File: src/rtl/fetch_queue.sv
// -----------------------------------------------------------------------------
// fetch_queue
//   Instruction fetch front end. It requests words from instruction memory one
//   at a time, buffers up to two fetched {instr, pc} entries in FIFO order, and
//   presents the head entry to the controller. A redirect (PCSrc) flushes the
//   buffer, retargets the fetch PC and squashes any in-flight response.
//
//   Optional feature (macro FETCH_PERF_EN): adds a 16-bit saturating count of
//   redirect cycles on output flush_count. Default build leaves it out.
//
// Ports
//   clk          : clock, rising edge
//   reset        : synchronous active-high reset
//   imem_req     : read request, held high until imem_ack
//   imem_addr    : word-aligned read address, stable while imem_req=1
//   imem_ack     : response valid, completes the outstanding request
//   imem_rdata   : instruction word, valid with imem_ack
//   Instr        : head instruction (zero when InstrValid=0)
//   InstrPC      : address of Instr (zero when InstrValid=0)
//   InstrValid   : head entry valid
//   InstrReady   : consumer accepts the head entry this cycle
//   PCSrc        : redirect request from the controller
//   BranchTarget : redirect address, sampled when PCSrc=1
//   flush_count  : (FETCH_PERF_EN only) saturating redirect-cycle count
// -----------------------------------------------------------------------------
module fetch_queue #(
  parameter int DATA_W = 32
) (
  input  logic              clk,
  input  logic              reset,
  output logic              imem_req,
  output logic [DATA_W-1:0] imem_addr,
  input  logic              imem_ack,
  input  logic [DATA_W-1:0] imem_rdata,
  output logic [DATA_W-1:0] Instr,
  output logic [DATA_W-1:0] InstrPC,
  output logic              InstrValid,
  input  logic              InstrReady,
  input  logic              PCSrc,
  input  logic [DATA_W-1:0] BranchTarget
`ifdef FETCH_PERF_EN
  ,
  output logic [15:0]       flush_count
`endif
);

  typedef enum logic [1:0] {
    S_IDLE        = 2'd0,
    S_WAIT        = 2'd1,
    S_WAIT_SQUASH = 2'd2
  } state_t;

  state_t            state, state_nxt;
  logic [1:0]        count;
  logic [DATA_W-1:0] fpc;
  logic [DATA_W-1:0] addr_q;
  logic [DATA_W-1:0] head_instr, head_pc;
  logic [DATA_W-1:0] tail_instr, tail_pc;
  logic              push, consume, issue;
  logic              unused_target_lsbs;

  // Target LSBs are forced to zero on redirect, so they are never read.
  assign unused_target_lsbs = ^BranchTarget[1:0];

  assign InstrValid = (count != 2'd0);
  assign consume    = InstrValid & InstrReady;
  // A response is only kept when it belongs to the live stream and no
  // redirect is happening in the same cycle.
  assign push       = (state == S_WAIT) & imem_ack & ~PCSrc;
  // In IDLE nothing is outstanding, so the slot budget is just the queue
  // occupancy after this cycle's consumption. A redirect cycle never issues:
  // fpc is being reloaded and the old value must not go out.
  assign issue      = (state == S_IDLE) & ~PCSrc &
                      ((count - {1'b0, consume}) < 2'd2);

  assign Instr   = InstrValid ? head_instr : '0;
  assign InstrPC = InstrValid ? head_pc    : '0;

  // ---- request FSM: state register ----
  always_ff @(posedge clk) begin
    if (reset) state <= S_IDLE;
    else       state <= state_nxt;
  end

  // ---- request FSM: next-state logic ----
  always_comb begin
    state_nxt = state;
    unique case (state)
      S_IDLE:        if (issue) state_nxt = S_WAIT;
      S_WAIT: begin
        if (imem_ack)   state_nxt = S_IDLE;
        else if (PCSrc) state_nxt = S_WAIT_SQUASH;
      end
      S_WAIT_SQUASH: if (imem_ack) state_nxt = S_IDLE;
      default:       state_nxt = S_IDLE;
    endcase
  end

  // ---- request FSM: outputs ----
  always_comb begin
    imem_req  = (state != S_IDLE);
    imem_addr = addr_q;
  end

  // ---- fetch PC and request address ----
  always_ff @(posedge clk) begin
    if (reset) begin
      fpc    <= '0;
      addr_q <= '0;
    end else begin
      if (PCSrc)      fpc <= {BranchTarget[DATA_W-1:2], 2'b00};
      else if (issue) fpc <= fpc + DATA_W'(4);
      if (issue)      addr_q <= fpc;
    end
  end

  // ---- queue occupancy ----
  always_ff @(posedge clk) begin
    if (reset || PCSrc) begin
      count <= 2'd0;
    end else begin
      unique case ({push, consume})
        2'b10:   count <= count + 2'd1;
        2'b01:   count <= count - 2'd1;
        default: count <= count;
      endcase
    end
  end

  // ---- queue storage ----
  // Two-slot shift queue. Push with consume can only happen at count=1
  // (the single request slot keeps the queue from being full while a
  // response is pending), so the new entry lands straight at the head.
  // Stale slot contents are harmless: the outputs are gated by count.
  always_ff @(posedge clk) begin
    if (push && (consume || count == 2'd0)) begin
      head_instr <= imem_rdata;
      head_pc    <= addr_q;
    end else if (consume) begin
      head_instr <= tail_instr;
      head_pc    <= tail_pc;
    end
    if (push && !consume && count == 2'd1) begin
      tail_instr <= imem_rdata;
      tail_pc    <= addr_q;
    end
  end

`ifdef FETCH_PERF_EN
  function automatic logic [15:0] sat_inc16(input logic [15:0] v);
    return (v == 16'hFFFF) ? v : v + 16'd1;
  endfunction

  always_ff @(posedge clk) begin
    if (reset)      flush_count <= 16'd0;
    else if (PCSrc) flush_count <= sat_inc16(flush_count);
  end
`endif

endmodule

File: config.mk
export PLATFORM = sky130hd
export DESIGN_NAME = fetch_queue
export DESIGN_NICKNAME = d
export VERILOG_FILES = /design/src/rtl/fetch_queue.sv
export SDC_FILE = /design/constraint.sdc
export NUM_CORES = 1
export LEC_CHECK = 0
export BUFFER_PORTS_ARGS = -buffer_cell sky130_fd_sc_hd__buf_2
export CORE_MARGIN = 2
export CORE_UTILIZATION = 49
export CTS_BUF_LIST = sky130_fd_sc_hd__clkbuf_4 sky130_fd_sc_hd__clkbuf_8
export CTS_CLUSTER_DIAMETER = 50
export CTS_CLUSTER_SIZE = 8
export DETAILED_ROUTE_END_ITERATION = 8
export GPL_TIMING_DRIVEN = 0
export PLACE_DENSITY = 0.73
export SYNTH_ARGS = -nofsm -noshare
export SYNTH_HDL_FRONTEND = slang
export SYNTH_SLANG_ARGS = --single-unit
File: constraint.sdc
create_clock -name clk -period 8.15 [get_ports clk]
set_input_delay 1.63 -clock clk [delete_from_list [all_inputs] [get_ports clk]]
set_output_delay 1.63 -clock clk [all_outputs]
set_load 0.02 [all_outputs]
==> results of run 1 <==
-- power by group --
group | internal (mW) | total, mW | switching (mW)
registers | 1.04 | 1.06 | 0.0240
logic | 0.0608 | 0.160 | 0.0995
clock network | 0.282 | 0.630 | 0.348
total | 1.38 | 1.85 | 0.471
-- final timing paths --
kind                                                 from                         to  slack, ns  depth (start not counted)
worst max-delay path                count[1]$_SDFFE_PP0P_                InstrPC[11]       4.02                          6
worst min-delay path            imem_addr[8]$_SDFFE_PP0P_  imem_addr[8]$_SDFFE_PP0P_       0.49                          2
worst max register to register      count[1]$_SDFFE_PP0P_       head_pc[2]$_DFFE_PP_       5.00                          7
worst min register to register  imem_addr[8]$_SDFFE_PP0P_  imem_addr[8]$_SDFFE_PP0P_       0.49                          2
-- layout by cell type (no fill, tap or decap), types with 2 or more instances in the layout --
master and instances:
a2111oi_0 6, a2111oi_2 3, a211oi_1 14, a21oi_1 32, a311oi_1 8, and2_1 2
and3_1 6, and4_1 4, and4bb_2 2, buf_1 2, buf_2 169, buf_4 4
bufinv_16 2, clkbuf_1 27, clkbuf_8 17, clkinv_4 3, clkinvlp_4 3, conb_1 4
dfxtp_1 64, edfxtp_1 124, ha_1 5, inv_1 15, inv_6 5, inv_8 2
mux2_2 62, nand2_1 80, nand3_1 11, nand4_1 7, nor2_1 33, nor2b_1 62
nor3_1 5, nor3b_1 3, nor4_1 8, nor4b_1 4, o21ai_0 4, or3_1 6
xnor2_1 13, xor2_1 6
-- through the flow --
stage / setup TNS [ns] / cell area, sq um / setup slack [ns] / total power [mW] / hold WS [ns]
detailed placement: 0 / 9170 / 4.21 / 1.25 / 0.471
CTS: 0 / 9580 / 3.99 / 1.87 / 0.496
finish: 0 / 9580 / 4.02 / 1.85 / 0.494
global route: 0 / 9580 / 3.88 / 1.93 / 0.516
floorplan: 0 / 8030 / 1.23 / 1.18 / 0.445
global placement: -77.36 / 9100 / -1.26 / 1.24 / 0.466
-- registers in the layout, summed over array words and instances, names as in the netlist --
name,flops
fpc,30
tail_instr,32
count,2
head_instr,32
imem_addr,30
head_pc,30
state,2
tail_pc,30
-- critical path: stages (launching register included) --
cell and delay, ns:
dfxtp_1 0.33, inv_1 0.16, ha_1 0.21, clkbuf_1 0.50, clkbuf_1 0.51, nor2b_1 0.13
buf_2 0.19
-- Yosys cell counts, types with 7 or more instances --
cell type and number:
a211oi_1 14, nand2_1 80, edfxtp_1 124, dfxtp_1 64
clkbuf_1 27, nand3_1 11, buf_2 9, nor4_1 8
a21oi_1 32, a311oi_1 8, nor2_1 33, inv_1 15
nand4_1 7, nor2b_1 62, mux2_2 62, xnor2_1 13
-- layout make-up --
type / instances / area, sq um / share of cell area (%)
flip-flops and latches: 188 / 5000 / 52.3
inverters: 15 / 56.3 / 0.588
clock buffers: 17 / 234 / 2.44
multi-input cells: 412 / 2800 / 29.3
plain buffers: 42 / 184 / 1.92
clock inverters: 15 / 175 / 1.83
well taps: 216 / 270 / 2.82
repair buffers: 162 / 848 / 8.86
-- logic make-up after synthesis --
| family | after synthesis | synth area share [%] |
|---|---|---|
| adder cells (fa/ha/maj) | 5 | 0.780 |
| multiplexers | 63 | 8.83 |
| buffers and inverters | 57 | 2.99 |
| other | 1 | 0.0467 |
| AO/OA/AOI/OAI | 78 | 6.72 |
| AND/OR/NAND/NOR | 243 | 16.2 |
| XOR/XNOR | 19 | 2.07 |
| flip-flops | 188 | 62.4 |
-- routing by layer --
layer	share of wire (%)	global-route usage (%)	up-vias	wire, um
met5	0	0	-	0
met4	1.1	6.70	0	201
met3	6.0	5.54	17	1080
met2	49	34.8	199	8840
met1	44	27.6	2709	7900
li1	-	-	2727	-
==> summary.txt, run 1 <==
ANT cells -> 0
Detailed router's first-iteration violation count -> 339
Post-Syn Area per Cell -> 12.3 sq um
WL per Instance -> 16.9 um
Cell Pwr Density -> 194 mW/mm^2
Antenna Violating Nets Remaining -> 0
Setup Skew -> 0.0116 ns
Mapped Area -> 0.00802 sq mm
Status -> finished, final reports clean
Layout cells sized above 1 -> 33.4%
Number of flops mapped to enable cells by yosys -> 124
Setup bufs post-CTS -> 0
Endpoints failing setup -> 0
Core area -> 0.0159 sq mm
Critical Path AT -> 2.50 ns
Worst slew pin tran -> 0.901 ns
Post-detailed-route DRC marker count -> 0
Ranking of synthesized cells by area -> edfxtp_1 46%, dfxtp_1 16%, mux2_2 8.7%, nor2b_1 4.8%, nand2_1 3.7%
Number of max-cap violations -> 0
Max clock buf depth -> 2
Vias in the first global route -> 5731
Synth Flop Type -> edfxtp_1
Distinct cells, synth -> 52
Crit end category -> primary output
Hold Violations, Final -> 0
Num rows -> 46
Fin cells -> 1067
Period utilization -> 50.7%
Die W -> 132 um
DIE HEIGHT -> 132 um
Pin count of the biggest net entering global routing -> 63
Num CTS Buffers -> 17
Clock slew seen by the registers of the worst setup and hold paths -> 0.09 ns
GP Congestion -> 0.855
Min Tclk post-route -> 4.13 ns
Htree depth -> 4
Starting Density -> 50.3%
RSZ-0062 raised after global routing -> no
Asr flop ratio synth -> 0%
Crit-path max FO -> 10
Hold-fix buffers, CTS -> 0
Yosys warns -> 0
CTS tree -> built
Cell Count Post-Placement -> 1035
Yosys reg bits -> 188
Cells after Synth -> 654
Cts repair resizes -> 0
Crit path kind -> reg -> out
Detailed placement HPWL -> 12800 um
Top cell type by total area after synthesis -> edfxtp_1
Final design utilization -> 60.1%
Vias/cell -> 5.30
# port buffers -> 160
Top cell type's share of synthesized area -> 46.4%
Area grow syn2layout -> 19.4%
Nets@finish -> 912
Clock latency on the worst-skew pair -> 0.47 ns
CP startpoint kind -> flop
Root Buffer -> clkbuf_8
Total grt overflow -> 0
Drt total wl -> 18000 um
Antenna violations before repair -> 0
DR pass1 iterations -> 5
Required @ worst endpoint -> 6.52 ns
FMAX -> 0.242 GHz
First-pass GRT wire length -> 29300 um
Top Ports -> 167
Leakage Power -> 3.66 nW
Via count -> 5652
Die area -> 0.0174 sq mm
Total Routing Usage GR -> 21.2%
Register area share after synthesis -> 62.4%
Slew headroom -> 39.9%
Worst min path class -> reg -> reg
Total clock sinks -> 188
Fill cell count -> 1344
Maximum VDD drop -> 0.106 mV
Max Slew Vio Count -> 0
(Power assumes the default switching activity.)
==> run 2: changes to the inputs <==
Settings changed: PLACE_DENSITY 0.73 to 0.76.
Clock period 8.15 ns to 3.55 ns, I/O delays scaled along.
==> run 2 against run 1 <==
  * Via count is 0.58% lower
  * Die area stayed put
  * Final cell count stayed put
  * Combinational power is 130% higher
  * First-iteration DRC count is 14% higher
  * Clock skew is 0.0037 ns lower
  * Setup slack worse by 3.6 ns
  * Critical endpoint unchanged
  * Clock power is 120% higher
  * Routed wire length is 3.4% lower
  * Largest power group unchanged
  * Count of clock-buffer cells in the layout is 6 higher
  * Worst hold slack worse by 0.058 ns
  * Largest cell class unchanged
==> summary.txt, run 2 (synthesized netlist as in run 1, its figures left out) <==
Status -> finished, final reports clean
Hold-fix buffers, CTS -> 0
Max clock buf depth -> 2
Metal2 WL -> 8280 um
Commonest non-fill, non-tap cell in the layout -> buf_2
RSZ-0062 raised after global routing -> no
DP Area -> 0.00917 sq mm
WL per Instance -> 16.3 um
Setup bufs post-CTS -> 0
Seq pwr share -> 57.8%
Core area -> 0.0159 sq mm
Detailed router's first-iteration violation count -> 388
Vias/cell -> 5.27
Nets@finish -> 912
Drt total wl -> 17400 um
First-pass GRT wire length -> 28100 um
Via count -> 5619
Fill cell count -> 1338
Max Slew Vio Count -> 0
Cts repair resizes -> 0
Design area -> 0.00957 sq mm
Multi-input gate area -> 0.00280 sq mm
Final TNS setup -> 0 ns
Maximum VDD drop -> 0.226 mV
Tot Pwr -> 4.22 mW
FMAX -> 0.315 GHz
Number of max-cap violations -> 0
Critical Path AT -> 2.46 ns
CTS tree -> built
CP max stage cell -> clkbuf_1
Slew headroom -> 43.4%
Cell Pwr Density -> 441 mW/mm^2
Total Routing Usage GR -> 20.4%
Top flop regs -> head_instr x32, tail_instr x32
Cell Count Post-Placement -> 1035
Setup Skew -> 0.00796 ns
Root Buffer -> clkbuf_8
DR pass1 iterations -> 5
Worst slew pin tran -> 0.848 ns
CP startpoint kind -> flop
Register area -> 0.00500 sq mm
Clock power share -> 33.5%
Crit-path cells -> inv_1, ha_1, clkbuf_1, clkbuf_1, nor2b_1, buf_2
GP Congestion -> 0.840
Total grt overflow -> 0
Worst min path class -> in -> reg
Crit-path max FO -> 10
Top Ports -> 167
Num rows -> 46
DIE HEIGHT -> 132 um
Pin count of the biggest net entering global routing -> 63
Max Used Layer -> met4
Min Tclk post-route -> 3.17 ns
Largest stage delay, worst path -> 0.51 ns
Starting Density -> 50.3%
Die W -> 132 um
Period utilization -> 89.4%
Layout cells sized above 1 -> 33.4%
Endpoints failing setup -> 0
Fin cells -> 1067
Area grow syn2layout -> 19.3%
Die area -> 0.0174 sq mm
Num CTS Buffers -> 17
Vias in the first global route -> 5366
Psw -> 1.00 mW
R2R setup slack -> 0.38 ns
Antenna violations before repair -> 0
Sw frac -> 23.7%
WL met1 -> 7840 um
Htree depth -> 4
Antenna Violating Nets Remaining -> 0
Most frequent cells in the layout -> 169 x buf_2, 124 x edfxtp_1, 80 x nand2_1, 64 x dfxtp_1
Comb pwr share -> 8.7%
Final design utilization -> 60.0%
ANT cells -> 0
Leakage Power -> 3.66 nW
Hold Violations, Final -> 0
Top cell by count, worst path -> clkbuf_1
Clock slew seen by the registers of the worst setup and hold paths -> 0.08 ns
Crit end category -> primary output
Total clock sinks -> 188
# port buffers -> 160
Met3 WL -> 1050 um
Post-detailed-route DRC marker count -> 0
Clock latency on the worst-skew pair -> 0.46 ns
Detailed placement HPWL -> 12500 um
Crit path kind -> reg -> out
Int Pwr -> 3.22 mW
Required @ worst endpoint -> 2.84 ns
==> run 2: cell type report <==
| class | count | share of cell area [%] |
|---|---|---|
| flip-flops and latches | 188 | 52.3 |
| plain buffers | 42 | 1.92 |
| clock buffers | 23 | 3.05 |
| repair buffers | 162 | 8.87 |
| well taps | 216 | 2.82 |
| inverters | 15 | 0.588 |
| clock inverters | 9 | 1.16 |
| multi-input cells | 412 | 29.3 |
==> run 2: layer usage <==
| metal | track usage [%] | up-vias |
|---|---|---|
| li1 | - | 2725 |
| met1 | 27.7 | 2684 |
| met2 | 32.4 | 191 |
| met3 | 4.15 | 19 |
| met4 | 7.67 | 0 |
| met5 | 0 | - |
==> run 2: power by group through the flow <==
stage / Combinational (mW) / Sequential (mW) / Clock [mW]
after CTS: 0.370 / 2.44 / 1.45
after detailed placement: 0.368 / 2.49 / 0
final: 0.367 / 2.44 / 1.41
after floorplan: 0.210 / 2.50 / 0
after global routing: 0.404 / 2.45 / 1.53
after global placement: 0.355 / 2.50 / 0
==> run 2: final timing paths <==
path | from | end | cells past startpoint
max | count[1]$_SDFFE_PP0P_ | InstrPC[11] | 6
max reg2reg | count[1]$_SDFFE_PP0P_ | head_pc[9]$_DFFE_PP_ | 7
min | imem_ack | state[1]$_SDFFE_PP0P_ | 2
min reg2reg | fpc[24]$_SDFFE_PP0P_ | imem_addr[24]$_SDFFE_PP0P_ | 2
==> run 2: worst max-delay path: cells and delay by family (launching register included) <==
family | cells | cell delay (ns)
fa+ha+maj | 1 | 0.22
simple gates | 1 | 0.11
flops | 1 | 0.33
buf+inv | 4 | 1.35
==> run 2: stage by stage <==
step	setup slack (ns)	hold slack, ns
after CTS	0.333	0.403
after global placement	-0.766	0.466
after global routing	0.157	0.409
after detailed placement	0.383	0.471
after floorplan	0.300	0.445
final	0.378	0.436
